[config.mk]
export PLATFORM = sky130hd
export DESIGN_NAME = id_ex_pipe_reg
export DESIGN_NICKNAME = d
export VERILOG_FILES = /design/src/rtl/id_ex_pipe_reg.sv
export SDC_FILE = /design/constraint.sdc
export NUM_CORES = 1
export LEC_CHECK = 0
export CAP_MARGIN = 30
export CORE_ASPECT_RATIO = 1.1
export CORE_MARGIN = 2
export CORE_UTILIZATION = 35
export DETAILED_ROUTE_END_ITERATION = 10
export SYNTH_ARGS = -nofsm -noshare
export SYNTH_HDL_FRONTEND = slang
export SYNTH_SLANG_ARGS = --single-unit
[constraint.sdc]
create_clock -name clk -period 1.6 [get_ports clk]
set_input_delay 0.48 -clock clk [delete_from_list [all_inputs] [get_ports clk]]
set_output_delay 0.48 -clock clk [all_outputs]
set_load 0.01 [all_outputs]
[src/rtl/id_ex_pipe_reg.sv]
// ID/EX pipeline stage register with a valid/ready handshake, a skid entry that
// absorbs one bundle during EX stalls, squash on flush, and a saturating bubble counter.
module id_ex_pipe_reg #(
    parameter int DATA_W = 32,
    parameter int PC_W   = 8,
    parameter int WB_W   = 2,
    parameter int M_W    = 3,
    parameter int EX_W   = 3,
    parameter int CNT_W  = 16
) (
    input  logic              clk,
    input  logic              rst_n,
    input  logic              flush,
    input  logic              in_valid,
    output logic              in_ready,
    input  logic [WB_W-1:0]   in_wb,
    input  logic [M_W-1:0]    in_m,
    input  logic [EX_W-1:0]   in_ex,
    input  logic [PC_W-1:0]   in_pc,
    input  logic [DATA_W-1:0] in_instr,
    input  logic [DATA_W-1:0] in_reg1,
    input  logic [DATA_W-1:0] in_reg2,
    input  logic [DATA_W-1:0] in_imm,
    input  logic [5:0]        in_funct,
    input  logic [4:0]        in_rt,
    input  logic [4:0]        in_rd,
    output logic              out_valid,
    input  logic              out_ready,
    output logic [WB_W-1:0]   out_wb,
    output logic [M_W-1:0]    out_m,
    output logic [EX_W-1:0]   out_ex,
    output logic [PC_W-1:0]   out_pc,
    output logic [DATA_W-1:0] out_instr,
    output logic [DATA_W-1:0] out_reg1,
    output logic [DATA_W-1:0] out_reg2,
    output logic [DATA_W-1:0] out_imm,
    output logic [5:0]        out_funct,
    output logic [4:0]        out_rt,
    output logic [4:0]        out_rd,
    output logic [CNT_W-1:0]  bubble_cnt
);

    typedef struct packed {
        logic [WB_W-1:0]   wb;
        logic [M_W-1:0]    m;
        logic [EX_W-1:0]   ex;
        logic [PC_W-1:0]   pc;
        logic [DATA_W-1:0] instr;
        logic [DATA_W-1:0] reg1;
        logic [DATA_W-1:0] reg2;
        logic [DATA_W-1:0] imm;
        logic [5:0]        funct;
        logic [4:0]        rt;
        logic [4:0]        rd;
    } bundle_t;

    bundle_t in_bundle;
    bundle_t main_reg;
    bundle_t main_next;
    bundle_t skid_reg;
    bundle_t skid_next;

    logic main_valid_reg;
    logic main_valid_next;
    logic skid_valid_reg;
    logic skid_valid_next;

    logic [CNT_W-1:0] bubble_cnt_reg;
    logic [CNT_W-1:0] bubble_cnt_next;

    logic in_fire;
    logic out_fire;
    logic main_open;

    always_comb begin
        in_bundle.wb    = in_wb;
        in_bundle.m     = in_m;
        in_bundle.ex    = in_ex;
        in_bundle.pc    = in_pc;
        in_bundle.instr = in_instr;
        in_bundle.reg1  = in_reg1;
        in_bundle.reg2  = in_reg2;
        in_bundle.imm   = in_imm;
        in_bundle.funct = in_funct;
        in_bundle.rt    = in_rt;
        in_bundle.rd    = in_rd;
    end

    // in_ready comes only from the skid valid flop, so there is no path from out_ready.
    assign in_ready  = ~skid_valid_reg;
    assign in_fire   = in_valid & in_ready;
    assign out_fire  = main_valid_reg & out_ready;
    assign main_open = ~main_valid_reg | out_fire;

    always_comb begin
        main_next       = main_reg;
        skid_next       = skid_reg;
        main_valid_next = main_valid_reg;
        skid_valid_next = skid_valid_reg;

        if (flush) begin
            main_valid_next = 1'b0;
            skid_valid_next = 1'b0;
        end else if (main_open) begin
            if (skid_valid_reg) begin
                main_next       = skid_reg;
                main_valid_next = 1'b1;
                skid_valid_next = 1'b0;
                if (in_fire) begin
                    skid_next       = in_bundle;
                    skid_valid_next = 1'b1;
                end
            end else if (in_fire) begin
                main_next       = in_bundle;
                main_valid_next = 1'b1;
            end else begin
                main_valid_next = 1'b0;
            end
        end else if (in_fire) begin
            skid_next       = in_bundle;
            skid_valid_next = 1'b1;
        end
    end

    // Counts every cycle the execute stage sees no valid bundle, sticking at all-ones.
    always_comb begin
        bubble_cnt_next = bubble_cnt_reg;
        if (!main_valid_reg && (bubble_cnt_reg != {CNT_W{1'b1}})) begin
            bubble_cnt_next = bubble_cnt_reg + CNT_W'(1);
        end
    end

    always_ff @(posedge clk) begin
        if (!rst_n) begin
            main_reg       <= '0;
            skid_reg       <= '0;
            main_valid_reg <= 1'b0;
            skid_valid_reg <= 1'b0;
            bubble_cnt_reg <= '0;
        end else begin
            main_reg       <= main_next;
            skid_reg       <= skid_next;
            main_valid_reg <= main_valid_next;
            skid_valid_reg <= skid_valid_next;
            bubble_cnt_reg <= bubble_cnt_next;
        end
    end

    assign out_valid  = main_valid_reg;
    assign out_pc     = main_reg.pc;
    assign out_instr  = main_reg.instr;
    assign out_reg1   = main_reg.reg1;
    assign out_reg2   = main_reg.reg2;
    assign out_imm    = main_reg.imm;
    assign out_funct  = main_reg.funct;
    assign out_rt     = main_reg.rt;
    assign out_rd     = main_reg.rd;
    assign bubble_cnt = bubble_cnt_reg;

    // Control groups read as a bubble (all zero) whenever the main entry is empty.
    genvar gi;
    generate
        for (gi = 0; gi < WB_W; gi++) begin : g_wb_gate
            assign out_wb[gi] = main_reg.wb[gi] & main_valid_reg;
        end
        for (gi = 0; gi < M_W; gi++) begin : g_m_gate
            assign out_m[gi] = main_reg.m[gi] & main_valid_reg;
        end
        for (gi = 0; gi < EX_W; gi++) begin : g_ex_gate
            assign out_ex[gi] = main_reg.ex[gi] & main_valid_reg;
        end
    endgenerate

endmodule

Word level (Yosys, flattened, before mapping)
Cells that the tools add are included.
{"block": "totals", "regBits": 338, "latch_bits": 0, "ramBits": 0, "rom_bits": 0, "in_bits": 165, "output_inout_bits": 178, "word_cells": 60, "mem_count": 0}
{"block": "op_classes", "addsub": 1, "n_mul": 0, "div": 0, "order_cmp": 0, "eq_ne": 2, "shift": 0, "muxes": 10, "bitwise_logic": 15, "n_reduce_logical": 7}
{"op": "two-way mux 160 bit", "n": 5}
{"op": "adder 16 x 1 -> 16 bit (second input constant)", "n": 1}
{"op": "!= test 16 bit (second input constant)", "n": 1}
{"op": "bitwise AND 1 bit", "n": 10}
{"op": "two-way mux 1 bit", "n": 5}
{"op": "NOT 1 bit", "n": 4}
{"op": "nonzero test 2 bit", "n": 2}
{"op": "AND reduction 3 bit", "n": 1}
{"op": "!= test 2 bit (second input constant)", "n": 1}
{"op": "AND reduction 2 bit", "n": 1}
{"op": "OR reduction 2 bit", "n": 1}
{"op": "logical AND 1 bit", "n": 1}
{"op": "zero test 1 bit", "n": 1}
{"op": "OR 1 bit", "n": 1}

Logic depth before layout (Yosys ltp)
Gate-level depths: netlist (run 1).
{"block": "depth", "depth_word": 5, "mapped_depth": 8, "mapped_depth_nobuf": 5}

Worst setup path before layout (run 1)
Ideal clock, no wire load.
{"block": "synth_timing", "path_kind": "register to register", "start": "register bubble_cnt_reg[0] (netlist: bubble_cnt[0])", "end": "register bubble_cnt_reg[0] (netlist: bubble_cnt[0])", "setup_ns": 0.115, "t_arrival_ns": 1.446, "t_required_ns": 1.485, "setup_slack_ns": 0.039, "path_stages_with_launch": 7, "n_path_buf": 1, "period_less_slack_ns": 1.561, "cell_sequence": "dfxtp_1 -> ha_1 -> nand4_1 -> o41ai_4 -> buf_6 -> xnor2_1 -> and2_1"}
{"block": "synth_between", "elab_chain_len": 2, "elab_cells_between_ends": 3, "cone_classes": "add/sub: 1; eq/ne: 1; reduce/logical: 1"}
{"item": "start, declared", "line_no": "68", "rtl": "logic [CNT_W-1:0] bubble_cnt_reg;"}
{"item": "start signal, assigned", "line_no": "145", "rtl": "bubble_cnt_reg <= bubble_cnt_next;"}
{"item": "branches (longest 2 deep; another with adder 16 x 1 -> 16 bit)"}
Several ways; the timed one is not identified.
A chain may end at the register's enable or synchronous reset.

Worst setup path in the final report (run 1)
{"block": "layout_timing", "start": "register main_valid_reg (netlist: out_valid)", "end": "output port out_ex[2]"}
{"block": "layout_between", "elab_chain_len": 1}
{"item": "start, declared", "line_no": "63", "rtl": "logic main_valid_reg;"}
{"item": "start signal, assigned", "line_no": "143", "rtl": "main_valid_reg <= main_valid_next;"}
{"item": "bitwise AND 1 bit", "line_no": "170", "rtl": "assign out_ex[gi] = main_reg.ex[gi] & main_valid_reg;"}
{"item": "end, declared", "line_no": "31", "rtl": "output logic [EX_W-1:0] out_ex,"}
No other way between the ends.

==> flow_summary_export.csv, run 1 <==
group,metric,value,unit
die,number_of_rows_created_at_floorplan,80,
layout,syn_to_final_growth,39.1,%
clock_tree,clk_transition_reported_paths,0.06,ns
logic_synthesis,synth.top_cells.by_count,"sky130_fd_sc_hd__nand2_1 (488), sky130_fd_sc_hd__dfxtp_1 (338), sky130_fd_sc_hd__mux2i_1 (163), sky130_fd_sc_hd__o211a_1 (162), sky130_fd_sc_hd__buf_4 (152)",
power_and_ir_drop,net_switching,4840,uW
global_routing,globalRoute.totalOverflow,0,
min_path,hold_depth,3,
worst_setup_path,critPathRequiredTime,1.12,ns
global_routing,grt_first_pass_wirelength,68.7,mm
timing,fin_crit,1.76,ns
power_and_ir_drop,power_leakage,0.00966,uW
layout,largest_reg_flops,160,
layout,multiInputGateArea,7020,sq um
clock_tree,clock_latency,0.55,ns
worst_setup_path,critPathCapture,"out_ex[2]",
clock_tree,clock_tree.buffer_depth,3,
logic_synthesis,syn_nets,1836,
worst_setup_path,cp.arrival,1.28,ns
layout,nets,2121,
global_routing,maximum_number_of_pins_on_one_net_before_global_route_repair,51,
clock_tree,htree_levels,2,
power_and_ir_drop,netSwitchingFraction,23.3,%
timing,setup_violations,149,
layout,drive_above_1_share,27.8,%
die,die_w,204,um
die,design.portCount,343,
global_routing,use_met3,4.20,%
die,die_h,224,um
logic_synthesis,cells_after_synth,1670,
logic_synthesis,cell_taking_the_most_area_after_synthesis,"sky130_fd_sc_hd__dfxtp_1",
worst_setup_path,worst_setup_path_start_kind,"register",
die,initial_utilization,35.4,%
logic_synthesis,synth_enable_flop_cells,0,
logic_synthesis,sequential_to_total_area_share_from_yosys_stat,44.1,%
power_and_ir_drop,comb_power_share,12.1,%
timing,fin_ws,-0.162,ns
worst_setup_path,worstSetupPathType,"reg2out",
routing,drt_drc_violations_left,0,
worst_setup_path,crit_path_max_fanout,5,
timing,slew_viol_final,0,
status,status,"finished, violations left",
routing,drt_iter0_markers,499,
routing,detail_route.wirelength,45.3,mm
worst_setup_path,r2r_end,"bubble_cnt[7]",
logic_synthesis,synthArstFlopShare,0,%
status,violations,"negative setup slack",
clock_tree,cts-hold-fix-buffers,0,
global_routing,top_usage_layer,"met2",
logic_synthesis,commonest_register_cell_after_synthesis,"sky130_fd_sc_hd__dfxtp_1",
routing,first_pass_iters,4,
worst_setup_path,cp-startpoint,"out_valid",
routing,drtAntennaViolNets,0,
timing,rsz0062_at_grt,"true",
logic_synthesis,synth.most_common_cell,"sky130_fd_sc_hd__nand2_1",
logic_synthesis,yosysTopAreaCellShare,44.1,%
power_and_ir_drop,pwr_density_cell,972,nW/um^2
power_and_ir_drop,cellInternalPower,15900,uW
global_routing,antenna_found_initial,5,
routing,route.vias.total,12500,
clock_tree,cts-buffers-inserted,39,
logic_synthesis,syn-cell-area,15300,sq um
placed_design,gpl_congestion,0.763,
worst_setup_path,reg2regPathDepth,8,
global_routing,grt_pass1_vias,12500,
clock_tree,clockRootBuffer,"sky130_fd_sc_hd__clkbuf_16",
placed_design,portBuffers,342,
global_routing,total_global_routing_track_utilization,19.1,%
die,core-area,43300,sq um
logic_synthesis,synth_area_leaders,"sky130_fd_sc_hd__dfxtp_1 (44%), sky130_fd_sc_hd__nand2_1 (12%), sky130_fd_sc_hd__mux2i_1 (11%), sky130_fd_sc_hd__o211a_1 (11%), sky130_fd_sc_hd__buf_4 (7.4%)",
layout,post_route_utilization,49.3,%
timing,finalHoldViolCount,0,
power_and_ir_drop,irDropWorstVdd,0.856,mV
layout,number_of_fill_cells,3990,
die,die_area,45500,sq um
timing,max-slew-margin-rel,75.3,%
timing,timing.final.crit_share,110,%
worst_setup_path,worstSetupEndpointType,"primary output",
worst_setup_path,timing.rr.start,"bubble_cnt[0]",
routing,vias_per_cell,4.87,
layout,layout.area.seq,6870,sq um
power_and_ir_drop,clock_power_share,44.8,%
power_and_ir_drop,p_seq_share,43.1,%
timing,whs,0.363,ns
worst_setup_path,timing.reg2reg.setup_slack,-0.15,ns
min_path,hold_class,"in2reg",
timing,clock.fmax,568,MHz
clock_tree,cts_tree,"done",
logic_synthesis,postSynthAreaPerCell,9.19,sq um
logic_synthesis,synth_cell_types,40,
clock_tree,clock-sinks,338,
timing,tightestPinTransition,0.370,ns
routing,routedWlPerCell,17.7,um
global_routing,met2_grt_util,32.5,%
run,max_cap_viols,0,
placed_design,dp.final_hpwl,29.0,mm
logic_synthesis,number_of_warnings_issued_by_yosys,0,
logic_synthesis,number_of_flip_flops_and_latches_in_the_synthesized_netlist,338,
timing,skew,0.0190,ns
global_routing,grt.met1_usage,23.9,%
## logic make-up after synthesis
family                   synth area share [%]
AND/OR/NAND/NOR                          14.3
AO/OA/AOI/OAI                            19.5
adder cells (fa/ha/maj)                0.0815
XOR/XNOR                                0.114
flip-flops                               44.1
buffers and inverters                    11.3
multiplexers                             10.6
## how the worst min path moves through the flow
stage	start	end	slack (ns)
floorplan	skid_reg[0]	skid_reg[0]	0.43
global placement	skid_reg[46]	skid_reg[46]	0.44
detailed placement	skid_reg[1]	skid_reg[1]	0.45
CTS	rst_n	out_instr[31]	0.34
global route	rst_n	out_instr[31]	0.35
finish	rst_n	out_instr[31]	0.36
## worst max-delay path, stage by stage (launching register included)
cell	delay [ns]
sky130_fd_sc_hd__dfxtp_2	0.35
sky130_fd_sc_hd__buf_6	0.13
sky130_fd_sc_hd__and2_4	0.15
sky130_fd_sc_hd__buf_6	0.10
## placed cells by master, fill, tap and decap left out, types with 4 or more instances in the layout
cell	n
sky130_fd_sc_hd__clkdlybuf4s50_1	161
sky130_fd_sc_hd__dfxtp_4	4
sky130_fd_sc_hd__buf_12	51
sky130_fd_sc_hd__nand2b_1	6
sky130_fd_sc_hd__clkdlybuf4s15_2	6
sky130_fd_sc_hd__dfxtp_1	264
sky130_fd_sc_hd__dfxtp_2	70
sky130_fd_sc_hd__nand2_2	20
sky130_fd_sc_hd__clkinv_2	4
sky130_fd_sc_hd__a21boi_0	150
sky130_fd_sc_hd__buf_6	31
sky130_fd_sc_hd__clkbuf_16	48
sky130_fd_sc_hd__o211a_1	162
sky130_fd_sc_hd__o31ai_1	4
sky130_fd_sc_hd__nand3_1	7
sky130_fd_sc_hd__clkbuf_1	7
sky130_fd_sc_hd__nand2_1	467
sky130_fd_sc_hd__diode_2	5
sky130_fd_sc_hd__a21boi_1	12
sky130_fd_sc_hd__buf_8	9
sky130_fd_sc_hd__clkbuf_8	13
sky130_fd_sc_hd__mux2i_1	162
sky130_fd_sc_hd__buf_4	78
sky130_fd_sc_hd__buf_2	157
sky130_fd_sc_hd__and2_4	8
sky130_fd_sc_hd__buf_16	21
## per-stage QoR
step / worst slack, ns / total power [uW] / instance area, sq um / setup TNS (ns) / instances
3_3_place_gp: -0.612 / 11400 / 19200 / -166.49 / 2426
4_1_cts: -0.197 / 21000 / 21100 / -14.60 / 2549
2_1_floorplan: 0.0391 / 10300 / 15300 / 0 / 1670
6_report: -0.162 / 20800 / 21400 / -9.72 / 2562
3_5_place_dp: -0.634 / 11500 / 19200 / -169.97 / 2426
5_1_grt: -0.227 / 21600 / 21400 / -31.37 / 2562
## repair_timing
| action | 4_1_cts | 5_1_grt |
|---|---|---|
| endpoints found under the setup margin | 290 | 347 |
| setup buffers | 37 | 6 |
| resized for setup | 892 | 25 |
| cloned | 18 | 7 |
| pin swaps | 8 | 9 |
## metal layers
metal	share of wire [%]	vias up
met3	4.8	46
met5	0	-
li1	-	6126
met1	44	6000
met2	49	294
met4	2.0	0
## layout make-up
cell class / instances / area share (%)
clock inverters: 8 / 0.551
clock buffers: 61 / 5.77
diodes: 5 / 0.0586
inverters: 4 / 0.0820
repair buffers: 524 / 25.1
multi-input cells: 1048 / 32.9
well taps: 574 / 3.36
flip-flops and latches: 338 / 32.2
## power groups by stage
stage	combinational (uW)	sequential, uW	clock [uW]
after floorplan	1280	9050	0
after global placement	2320	9120	0
after detailed placement	2340	9120	0
after CTS	2460	8950	9580
after global routing	2690	8980	9930
final	2510	8950	9310
No activity file was read; power rests on OpenSTA's default activity.
==> inputs of run 2 (changes only) <==
--- a/config.mk
+++ b/config.mk
@@ -10,6 +10,7 @@
 export CORE_MARGIN = 2
 export CORE_UTILIZATION = 35
 export DETAILED_ROUTE_END_ITERATION = 10
+export MAX_ROUTING_LAYER = met4
 export SYNTH_ARGS = -nofsm -noshare
 export SYNTH_HDL_FRONTEND = slang
 export SYNTH_SLANG_ARGS = --single-unit
==> run 2 against run 1 <==
Effect of this change: the flow still finishes with violations (negative setup slack); hold slack improved by 0.0017 ns; fmax is essentially flat; sequential cell count stayed put; setup slack got worse by 0.0017 ns; non-clock buffer count up 2; via count increased by 0.36%; die area unchanged; power is essentially flat; sequential power barely moved; combinational power about the same; clock power hardly changed; critical path type unchanged; largest cell class unchanged.
==> flow_summary_export.csv, run 2 (synthesized netlist as in run 1, its figures left out) <==
group,metric,value,unit
min_path,hold_class,"in2reg",
routing,route.vias.total,12500,
timing,fin_ws,-0.164,ns
clock_tree,clock_latency,0.55,ns
die,die_w,204,um
layout,drive_above_1_share,28.0,%
status,violations,"negative setup slack",
routing,drtAntennaViolNets,0,
global_routing,antenna_found_initial,5,
worst_setup_path,r2r_end,"out_reg2[0]",
power_and_ir_drop,power_leakage,0.00969,uW
placed_design,portBuffers,342,
timing,timing.final.crit_share,110,%
worst_setup_path,crit_path_cell_trace,"buf_6 -> and2_4 -> buf_6",
clock_tree,cts-buffers-inserted,39,
timing,setup_violations,153,
worst_setup_path,worstSetupEndpointType,"primary output",
timing,slew_viol_final,0,
global_routing,maximum_number_of_pins_on_one_net_before_global_route_repair,51,
timing,clock.fmax,567,MHz
worst_setup_path,reg2regPathDepth,9,
global_routing,globalRoute.totalOverflow,0,
worst_setup_path,critPathRequiredTime,1.12,ns
power_and_ir_drop,p_seq_share,43.1,%
layout,commonest_cells_after_routing_fill_and_taps_aside,"sky130_fd_sc_hd__nand2_1 (467), sky130_fd_sc_hd__dfxtp_1 (264), sky130_fd_sc_hd__o211a_1 (162)",
power_and_ir_drop,pwr_density_cell,973,nW/um^2
timing,whs,0.365,ns
clock_tree,cts_tree,"done",
min_path,hold_depth,3,
timing,finalHoldViolCount,0,
worst_setup_path,timing.rr.start,"skid_valid_reg",
routing,first_pass_iters,6,
min_path,hold-path-endpoint,"out_instr[31]",
global_routing,total_global_routing_track_utilization,19.6,%
routing,routedWlPerCell,17.7,um
power_and_ir_drop,comb_power_share,12.1,%
layout,post-route-cell-area,21400,sq um
routing,detail_route.wirelength,45.5,mm
timing,max-slew-margin-rel,76.7,%
timing,fin_crit,1.76,ns
worst_setup_path,cp.arrival,1.28,ns
placed_design,dp.final_hpwl,29.0,mm
routing,drt_iter0_markers,532,
layout,nets,2123,
global_routing,grt_pass1_vias,12400,
routing,vias_per_cell,4.88,
worst_setup_path,critical_path.top_delay_family,"flip-flops",
clock_tree,htree_levels,2,
layout,largest_reg_flops,160,
power_and_ir_drop,net_switching,4850,uW
clock_tree,clock-sinks,338,
layout,layout_commonest_cell,"sky130_fd_sc_hd__nand2_1",
die,design.portCount,343,
worst_setup_path,critical_path.n_buffers_inverters,2,
timing,setup-tns-final,-9.94,ns
placed_design,gpl_congestion,0.773,
routing,drt_drc_violations_left,0,
die,core-area,43300,sq um
run,max_cap_viols,0,
worst_setup_path,worst_setup_path_start_kind,"register",
clock_tree,clk_transition_reported_paths,0.06,ns
min_path,min-delay-start,"rst_n",
timing,tightestPinTransition,0.348,ns
global_routing,grt_first_pass_wirelength,68.7,mm
layout,syn_to_final_growth,39.2,%
worst_setup_path,worst_path_largest_cell_delay,0.35,ns
clock_tree,clock_tree.buffer_depth,3,
worst_setup_path,slowest_stage,"sky130_fd_sc_hd__dfxtp_2",
power_and_ir_drop,total_power,20800,uW
clock_tree,clockRootBuffer,"sky130_fd_sc_hd__clkbuf_16",
placed_design,post-place-ws,-0.634,ns
worst_setup_path,timing.reg2reg.setup_slack,-0.14,ns
worst_setup_path,critPathMostFrequentCell,"sky130_fd_sc_hd__buf_6",
die,die_h,224,um
power_and_ir_drop,clock_power_share,44.9,%
power_and_ir_drop,irDropWorstVdd,0.854,mV
power_and_ir_drop,netSwitchingFraction,23.3,%
die,number_of_rows_created_at_floorplan,80,
power_and_ir_drop,cellInternalPower,15900,uW
status,status,"finished, violations left",
die,die_area,45500,sq um
worst_setup_path,crit_path_max_fanout,5,
timing,rsz0062_at_grt,"true",
placed_design,postPlaceCellArea,19200,sq um
timing,skew,0.0183,ns
worst_setup_path,worstSetupPathType,"reg2out",
die,initial_utilization,35.4,%
[run 2: repair_timing]
item	in CTS	in global routing
pin swaps	8	10
cloned	18	8
hold buffers	0	0
resized for setup	892	35
setup endpoints to repair	290	347
setup buffers	37	8
[run 2: worst register-to-register path, cell delays in order, from the launching register on]
cell and delay (ns):
sky130_fd_sc_hd__dfxtp_4 0.36, sky130_fd_sc_hd__buf_12 0.13, sky130_fd_sc_hd__nor2_4 0.11, sky130_fd_sc_hd__nor3_4 0.05, sky130_fd_sc_hd__buf_6 0.13, sky130_fd_sc_hd__buf_12 0.12
sky130_fd_sc_hd__buf_8 0.13, sky130_fd_sc_hd__clkbuf_16 0.19, sky130_fd_sc_hd__clkbuf_16 0.19, sky130_fd_sc_hd__o211a_1 0.21
[run 2: power by group through the flow]
stage	logic [uW]	registers (uW)	clock network, uW
finish	2510	8950	9320
global route	2690	8980	9920
CTS	2460	8950	9580
detailed placement	2340	9120	0
global placement	2320	9120	0
floorplan	1280	9050	0
[run 2: worst max path at each step]
stage | startpoint | endpoint | cells past startpoint
after floorplan | bubble_cnt[0] | bubble_cnt[0] | 6
after global placement | out_ready | out_reg2[13] | 8
after detailed placement | out_ready | out_reg2[9] | 8
after CTS | out_valid | out_wb[1] | 3
after global routing | out_valid | out_ex[2] | 3
final | out_valid | out_ex[2] | 3
[run 2: layout make-up]
| cell class | count | area (sq um) |
|---|---|---|
| Fill cell | 3998 | 22000 |
| Sequential cell | 338 | 6870 |
| Timing Repair Buffer | 526 | 5370 |
| Clock buffer | 61 | 1230 |
| Inverter | 4 | 17.5 |
| Clock inverter | 8 | 118 |
| Antenna cell | 5 | 12.5 |
| Multi-Input combinational cell | 1048 | 7030 |
| Tap cell | 574 | 718 |
[run 2: layer usage]
metal  share of wire, %  GRT usage (%)  vias up  wire length, um
met5                  0              -        -                0
met4                2.0           5.84        0              926
met3                4.9           4.16       55             2240
met2                 49           32.5      296            22300
met1                 44           24.0     6032            20000
li1                   -              -     6128                -
[run 2: through the flow]
step	utilization, %	std cells
floorplan	-	1670
global placement	44.4	2426
detailed placement	44.4	2426
CTS	48.7	2549
global route	49.3	2564
finish	49.3	2564
==> inputs of run 3 (changes only) <==
--- a/config.mk
+++ b/config.mk
@@ -9,6 +9,7 @@
 export CORE_ASPECT_RATIO = 1.1
 export CORE_MARGIN = 2
 export CORE_UTILIZATION = 35
+export CTS_BUF_LIST = sky130_fd_sc_hd__clkbuf_16
 export DETAILED_ROUTE_END_ITERATION = 10
 export MAX_ROUTING_LAYER = met4
 export SYNTH_ARGS = -nofsm -noshare
==> constraint.sdc (replaced) <==
create_clock -name clk -period 1.6 [get_ports clk]
set_input_delay 0.48 -clock clk [delete_from_list [all_inputs] [get_ports clk]]
set_output_delay 0.48 -clock clk [all_outputs]
set_load 0.005 [all_outputs]
==> run 3 against run 2 <==
Effect of this change: highest routed layer unchanged; sequential power barely moved; clock skew is 0.0079 ns lower; fmax fell by 3.5%; final area is 8.8% higher; power is 4.8% lower; the run still ends with negative setup slack left; clock-buffer cell count shrank 22; hold slack got worse by 0.011 ns; setup slack got worse by 0.064 ns; first-iteration DRC count fell by 3.6%.
==> flow_summary_export.csv, run 3 (synthesized netlist as in run 1, its figures left out) <==
group,metric,value,unit
timing,clock.fmax,547,MHz
worst_setup_path,critPathRequiredTime,1.12,ns
placed_design,postPlaceCellArea,19100,sq um
layout,commonest_cells_after_routing_fill_and_taps_aside,"sky130_fd_sc_hd__nand2_1 (312), sky130_fd_sc_hd__dfxtp_1 (207), sky130_fd_sc_hd__mux2i_1 (163), sky130_fd_sc_hd__clkdlybuf4s50_1 (163), sky130_fd_sc_hd__o211a_1 (162)",
power_and_ir_drop,cellInternalPower,14900,uW
worst_setup_path,worst_setup_path_start_kind,"register",
timing,skew,0.0104,ns
clock_tree,clock_tree.buffer_depth,3,
run,max_cap_viols,0,
clock_tree,htree_levels,2,
die,die_w,204,um
layout,post-route-cell-area,23200,sq um
routing,route.vias.total,12800,
routing,vias_per_cell,4.94,
power_and_ir_drop,irDropWorstVdd,0.720,mV
timing,tightestPinTransition,0.414,ns
global_routing,grt_pass1_vias,12400,
layout,multiInputGateArea,8010,sq um
power_and_ir_drop,netSwitchingFraction,24.6,%
worst_setup_path,worst_path_largest_cell_delay,0.32,ns
timing,rsz0062_at_grt,"true",
die,die_area,45500,sq um
clock_tree,cts-buffers-inserted,38,
die,design.portCount,343,
routing,first_pass_iters,5,
worst_setup_path,crit_path_cell_trace,"buf_6 -> buf_6 -> and2_4 -> buf_6",
die,core-area,43300,sq um
min_path,hold_class,"in2reg",
worst_setup_path,worstSetupEndpointType,"primary output",
global_routing,total_global_routing_track_utilization,19.9,%
layout,number_of_fill_cells,3825,
clock_tree,cts_tree,"done",
routing,drtAntennaViolNets,0,
die,initial_utilization,35.4,%
global_routing,grt_first_pass_wirelength,69.5,mm
placed_design,gpl_congestion,0.787,
worst_setup_path,critPathMostFrequentCell,"sky130_fd_sc_hd__buf_6",
worst_setup_path,slowest_stage,"sky130_fd_sc_hd__dfxtp_2",
routing,drt_drc_violations_left,0,
clock_tree,clock_latency,0.54,ns
routing,detail_route.wirelength,49.1,mm
timing,finalHoldViolCount,0,
clock_tree,clk_transition_reported_paths,0.06,ns
routing,routedWlPerCell,18.9,um
global_routing,maximum_number_of_pins_on_one_net_before_global_route_repair,46,
global_routing,globalRoute.totalOverflow,0,
die,die_h,224,um
power_and_ir_drop,power_leakage,0.0108,uW
worst_setup_path,cp.arrival,1.35,ns
timing,fin_ws,-0.227,ns
routing,drt_iter0_markers,513,
power_and_ir_drop,net_switching,4870,uW
layout,largest_reg_flops,160,
worst_setup_path,crit_path_max_fanout,6,
worst_setup_path,worstSetupPathType,"reg2out",
power_and_ir_drop,clock_power_share,40.7,%
timing,setup_violations,303,
timing,timing.final.crit_share,114,%
timing,slew_viol_final,0,
clock_tree,clock-sinks,338,
status,status,"finished, violations left",
layout,drive_above_1_share,39.9,%
layout,nets,2159,
placed_design,dp.final_hpwl,29.0,mm
power_and_ir_drop,comb_power_share,14.0,%
power_and_ir_drop,pwr_density_cell,851,nW/um^2
status,violations,"negative setup slack",
timing,max-slew-margin-rel,72.3,%
clock_tree,clockRootBuffer,"sky130_fd_sc_hd__clkbuf_16",
layout,post_route_utilization,53.6,%
global_routing,antenna_found_initial,7,
layout,layout_commonest_cell,"sky130_fd_sc_hd__nand2_1",
clock_tree,cts-hold-fix-buffers,0,
placed_design,post-place-ws,-0.621,ns
power_and_ir_drop,p_seq_share,45.4,%
layout,layout.area.seq,6940,sq um
die,number_of_rows_created_at_floorplan,80,
layout,syn_to_final_growth,51.5,%
timing,fin_crit,1.83,ns
placed_design,portBuffers,342,
-- run 3: final cells by class --
class	count	area share [%]
diodes	7	0.0754
clock buffers	39	4.20
clock inverters	22	0.522
inverters	4	0.0754
multi-input cells	1048	34.4
flip-flops and latches	338	29.9
well taps	574	3.09
repair buffers	563	27.7
-- run 3: worst max-delay path, delay by kind of cell, from the launching register on --
family | cells | cell delay, ns
AND/OR/NAND/NOR | 1 | 0.13
flip-flops | 1 | 0.32
buffers and inverters | 3 | 0.35
-- run 3: final timing paths --
kind	start	endpoint	slack [ns]	cells past startpoint
worst max-delay path	out_valid	out_m[2]	-0.23	4
worst min-delay path	rst_n	out_rt[4]	0.35	3
worst max register to register	skid_valid_reg	skid_reg[141]	-0.12	8
worst min register to register	skid_reg[56]	skid_reg[56]	0.45	2
-- run 3: layer usage --
| layer | global-route usage [%] | wire, um |
|---|---|---|
| met3 | 4.60 | 2560 |
| met1 | 24.5 | 21200 |
| met4 | 6.76 | 1200 |
| met5 | - | 0 |
| met2 | 31.9 | 24100 |
-- run 3: through the flow --
| step | power [uW] | instances | setup TNS, ns | hold slack, ns |
|---|---|---|---|---|
| after floorplan | 10200 | 1670 | 0 | 0.435 |
| after global placement | 11300 | 2406 | -165.97 | 0.440 |
| after global routing | 20500 | 2595 | -40.60 | 0.335 |
| after detailed placement | 11300 | 2406 | -166.96 | 0.446 |
| final | 19800 | 2595 | -23.07 | 0.354 |
| after CTS | 19700 | 2543 | -19.74 | 0.334 |
-- run 3: timing repair --
action	in CTS	in global routing
buffers inserted	53	31
resized for setup	811	555
setup endpoints to repair	295	404
pin swaps	16	152
endpoints found under the hold margin	0	0
gates cloned	24	34
-- run 3: power by group through the flow --
stage / clock (uW) / sequential, uW / combinational [uW]
floorplan: 0 / 9050 / 1180
global placement: 0 / 9120 / 2180
finish: 8040 / 8970 / 2760
CTS: 8230 / 8960 / 2540
global route: 8590 / 9000 / 2940
detailed placement: 0 / 9120 / 2210
==> RTL edit 1: new RTL, config.mk and constraints of run 2 <==
Set the parameter `WB_W` to 4 (it was 2).
--- a/src/rtl/id_ex_pipe_reg.sv
+++ b/src/rtl/id_ex_pipe_reg.sv
@@ -5,3 +5,3 @@
     parameter int PC_W   = 8,
-    parameter int WB_W   = 2,
+    parameter int WB_W   = 4,
     parameter int M_W    = 3,
Interface: changed (resized in_wb and out_wb); port bits go from 343 to 347. The function was not compared with the original's and may differ.
==> RTL edit 1 against run 2 <==
  * Combinational power rose by 33%
  * Register-to-register slack lost 0.12 ns
  * Maximum frequency down 6.9%
  * Final area up 18%
  * Routed wire length is 22% higher
  * Sequential share of layout area down 4.5 points
  * Worst setup slack worse by 0.13 ns
  * Sequential cell count is 4 higher
  * Largest cell class unchanged
  * Global-route usage grew 1.1 points
  * Critical endpoint is now out_wb[1]
  * Total power is 4.3% higher
  * The flow still finishes with violations (negative setup slack)
  * Count of clock-buffer cells in the layout decreased by 3
  * Synthesized area shrank 4.4%
==> RTL edit 1: results (changes against run 2) <==
* Placed Area at 18,200 um2 (-5.6%)
* Worst-margin pin slew at 0.486 ns (+0.138 ns)
* Count of final setup violators at 352 (+130%)
* Maximum vdd drop at 0.608 mV (-29%)
* Placed wire-length estimate at 26,800 um (-7.6%)
* Skew final at 0.00702 ns (-0.0113 ns)
* Failing checks: negative setup slack
* Hold WC Path Type: flop to flop
* Status: complete, but fails checks
* Global-route wire length before repair at 68,400 um (-0.47%)
* Top cells by area, synth: dfxtp_1, mux2i_1, nand2_1, a211oi_1, buf_4
* Pin count of the biggest net entering global routing at 63 (+24%)
* Fill cells at 3,256 (-19%)
* Share of cells above drive strength 1 at 60.1% (+32 points)
* Vias in the first global route at 12,243 (-1.6%)
* Sw Ratio at 25.7% (+2.4 points)
* Setup_tns at -51.01 ns (-41.07 ns)
* Critical Path AT at 1.41 ns (+0.13 ns)
* Vias/cell at 5.19 (+6.4%)
* Hold_sp: skid_reg[116]
* WL final at 55,600 um (+22%)
* Largest stage delay, worst path at 0.37 ns (+0.02 ns)
* PwrDens at 860 nW/um2 (-12%)
* DP Cell Count at 2,412 (-0.58%)
* Leak at 0.00943 uW (-2.6%)
* Synth top cells by count: dfxtp_1, nand2_1, a21oi_1
* Pre-CTS WS at -0.758 ns (-0.124 ns)
* Synth cell types at 39 (-2.5%)
* Syn_nets at 1,860 (+1.3%)
* Power Combinational at 3350 uW (+33%)
* Fin nets at 2,223 (+4.7%)
* Post-synthesis cell count at 1,692 (+1.3%)
* Global-route usage over all layers at 20.8% (+1.1 points)
* Final WS setup at -0.295 ns (-0.131 ns)
-- RTL edit 1: changes by cell type after synthesis, sizes merged, moves of 160 or more --
cell / delta
a21boi: -165
a21oi: +172
nand2: -160
o211a: -161
nor2: +166
a211oi: +163
-- RTL edit 1: area by class of cell --
type,instances,area (um2),share of cell area [%]
Multi-Input combinational cell,1065,9510,37.8
Sequential cell,342,6960,27.6
Timing Repair Buffer,602,6680,26.5
Clock buffer,58,1170,4.65
Tap cell,560,701,2.78
Clock inverter,9,123,0.487
Inverter,5,26.3,0.104
Antenna cell,4,10.0,0.0398
-- RTL edit 1: final timing paths --
path / end / slack (ns) / depth (start not counted)
worst min-delay path: skid_reg[116] / 0.45 / 2
worst min register to register: skid_reg[116] / 0.45 / 2
worst max-delay path: out_wb[1] / -0.29 / 4
worst max register to register: bubble_cnt[13] / -0.26 / 7
-- RTL edit 1: cells by family (layout without fill, tap and decap cells) --
family	count (synthesis)	in the layout	synth area share, %
AO/OA/AOI/OAI	354	354	15.1
other	0	4	0
multiplexers	163	163	11.1
adder cells (fa/ha/maj)	1	1	0.0853
AND/OR/NAND/NOR	547	547	15.0
buffers and inverters	285	674	12.0
flip-flops	342	342	46.7
-- RTL edit 1: routing by layer --
| layer | routed length (um) | track usage, % | up-vias |
|---|---|---|---|
| met4 | 2830 | 7.74 | 0 |
| met1 | 22100 | 24.2 | 6757 |
| met2 | 27700 | 35.0 | 425 |
| met3 | 2970 | 4.58 | 161 |
| met5 | 0 | - | - |
| li1 | - | - | 6386 |
-- RTL edit 1: repair_timing --
action                     CTS  global route
buffers inserted            38            77
pin swaps                   74           423
hold endpoints to repair     0             0
setup endpoints to repair  511           358
resized for setup          943           977
gates cloned                31            38
hold buffers                 0             0
==> RTL edit 2: new RTL, flow settings as in run 2 <==
Without the edit above. Register the output `bubble_cnt` once more, with the module's reset; this adds one clock of latency there. The other outputs are not delayed to match.
--- a/src/rtl/id_ex_pipe_reg.sv
+++ b/src/rtl/id_ex_pipe_reg.sv
@@ -157,3 +157,9 @@
     assign out_rd     = main_reg.rd;
-    assign bubble_cnt = bubble_cnt_reg;
+    always_ff @(posedge clk) begin
+        if (!rst_n) begin
+            bubble_cnt <= '0;
+        end else begin
+            bubble_cnt <= bubble_cnt_reg;
+        end
+    end
 
Behaviour: not the same (a bounded check fails within 4 cycles, from zero or initial values and one cycle with rst_n low).
==> RTL edit 2 against run 2 <==
  * The run still ends with negative setup slack left
  * Via count up 2.1%
  * First-iteration DRC count increased by 3.9%
  * Sequential share of layout area is 1.4 points higher
  * Sequential cell count grew 16
  * Routed wire length up 8.2%
  * Worst setup slack worse by 0.011 ns
  * Non-clock buffer count fell by 6
  * Synthesized cell count grew 1.9%
  * Total power rose by 0.16%
  * Clock skew shrank 0.0072 ns
  * Synthesized area decreased by 3.1%
  * Core utilization grew 1.4 points
  * Critical path depth rose by 3
  * Final area barely moved
==> RTL edit 2: results (changes against run 2) <==
* Placed wire-length estimate at 28,100 um (-3.4%)
* Clk_lat worst skew at 0.54 ns
* Critical path's top delay family: simple AND/OR/NAND/NOR gates
* Synth warn at 0 (unchanged)
* Synth top cells by count: dfxtp_1, nand2_1, nor2_1
* Number of flip-flops in the largest register at 160 (unchanged)
* Placed Area at 18,500 um2 (-3.6%)
* Antenna violations before repair at 4 (-1)
* Critical Path Slowest Stage Cell: or4_1
* Pin count of the biggest net entering global routing at 86 (+69%)
* Share of cells above drive strength 1 at 32.6% (+4.6 points)
* Largest stage delay, worst path at 0.49 ns (+0.14 ns)
* Final Critical Period at 1.78 ns (+0.0112 ns)
* Global-route usage over all layers at 18.6% (-1.1 points)
* Slew HR at 79.1% (+2.4 points)
* Leak at 0.00784 uW (-19%)
* Fin nets at 2,148 (+1.2%)
* WL final at 49,200 um (+8.2%)
* Gpl congestion at 0.776 (+0.40%)
* Failing checks: negative setup slack
* Top cells by area, synth: dfxtp_1, mux2i_1, nand2_1, a211oi_1, buf_4
* Fill cells at 3,926 (-1.8%)
* CP Max Fanout at 8 (+3)
* Switching pwr at 5100 uW (+5.2%)
* 1st-pass router iterations at 5 (-1)
* Critical Path AT at 2.23 ns (+0.95 ns)
* Largest area contributor in the netlist: dfxtp_1
* Post-synthesis sequential area ratio at 47.7% (+3.6 points)
* Clock-pin slew on the worst setup and hold paths at 0.06 ns (about the same)
* Via count at 12,769 (+2.1%)
* Vias in the first global route at 11,599 (-6.8%)
* Final WS setup at -0.175 ns (-0.0112 ns)
* Global-route wire length before repair at 64,000 um (-6.8%)
* Status: complete, but fails checks
* Clock Tree Buf Depth at 3 (unchanged)
* Skew final at 0.0111 ns (-0.00717 ns)
* DRT iter0 DRCs at 553 (+3.9%)
* Count of final setup violators at 24 (-84%)
* Syn_nets at 1,867 (+1.7%)
* Root Driver: clkbuf_16
* Maximum vdd drop at 0.762 mV (-11%)
* Synth cell types at 44 (+10%)
RTL edit 2: changes by cell type after synthesis, sizes merged, moves of 31 or more:
cell and delta:
nor2 +170, a21boi -165, a21oi +164, nand2 -162
o211a -162, a211oi +161, buf -31, clkbuf +31
RTL edit 2: stage by stage:
stage / setup slack (ns) / std cells / util [%] / setup TNS, ns / hold slack [ns]
global route: -0.223 / 2574 / 50.7 / -6.09 / 0.384
global placement: -0.606 / 2443 / 44.0 / -172.84 / 0.437
finish: -0.175 / 2574 / 50.7 / -2.10 / 0.379
CTS: -0.178 / 2514 / 46.2 / -8.39 / 0.451
floorplan: -0.0439 / 1701 / - / -3.07 / 0.433
detailed placement: -0.694 / 2443 / 44.0 / -187.12 / 0.442
RTL edit 2: power groups by stage:
stage	clock network, uW	registers [uW]	logic, uW
final	8750	9380	2680
after global routing	9300	9410	2870
after floorplan	0	9460	1280
after detailed placement	0	9530	2350
after CTS	8980	9350	2220
after global placement	0	9520	2330
RTL edit 2: cell families after synthesis:
| kind of cell | count (synthesis) | share of synthesized area (%) |
|---|---|---|
| AND/OR/NAND/NOR | 556 | 15.3 |
| flip-flops | 354 | 47.7 |
| AO/OA/AOI/OAI | 338 | 14.2 |
| buffers and inverters | 284 | 11.4 |
| multiplexers | 168 | 11.4 |
| adder cells (fa/ha/maj) | 1 | 0.0841 |
RTL edit 2: area by class of cell:
| cell class | count | area share, % |
|---|---|---|
| Timing Repair Buffer | 520 | 24.6 |
| Clock buffer | 56 | 5.45 |
| Clock inverter | 6 | 0.276 |
| Sequential cell | 354 | 33.6 |
| Multi-Input combinational cell | 1063 | 32.6 |
| Inverter | 4 | 0.117 |
| Antenna cell | 4 | 0.0469 |
| Tap cell | 567 | 3.32 |
RTL edit 2: worst paths after layout:
path,start,to,cells past startpoint
worst max-delay path,out_valid,bubble_cnt_reg[13],6
worst min-delay path,out_ready,skid_valid_reg,3
worst max register to register,out_valid,bubble_cnt_reg[13],6
worst min register to register,skid_reg[72],skid_reg[72],2
RTL edit 2: worst min-delay path: stages:
cell	delay [ns]
dlymetal6s2s_1	0.16
nand2b_1	0.16
nor3_1	0.07
RTL edit 2: what timing repair did:
| item | 4_1_cts | 5_1_grt |
|---|---|---|
| endpoints found under the hold margin | 0 | 0 |
| cloned | 4 | 32 |
| pin swaps | 43 | 98 |
| setup endpoints to repair | 443 | 300 |
| hold buffers | 0 | 0 |
| resized for setup | 769 | 249 |
| buffers inserted | 5 | 26 |
RTL edit 2: per-layer routing:
metal / track usage (%) / up-vias / share of wire (%)
li1: - / 6205 / -
met5: - / - / 0
met3: 4.49 / 60 / 5.1
met2: 31.0 / 331 / 51
met4: 6.67 / 0 / 2.2
met1: 21.9 / 6173 / 42
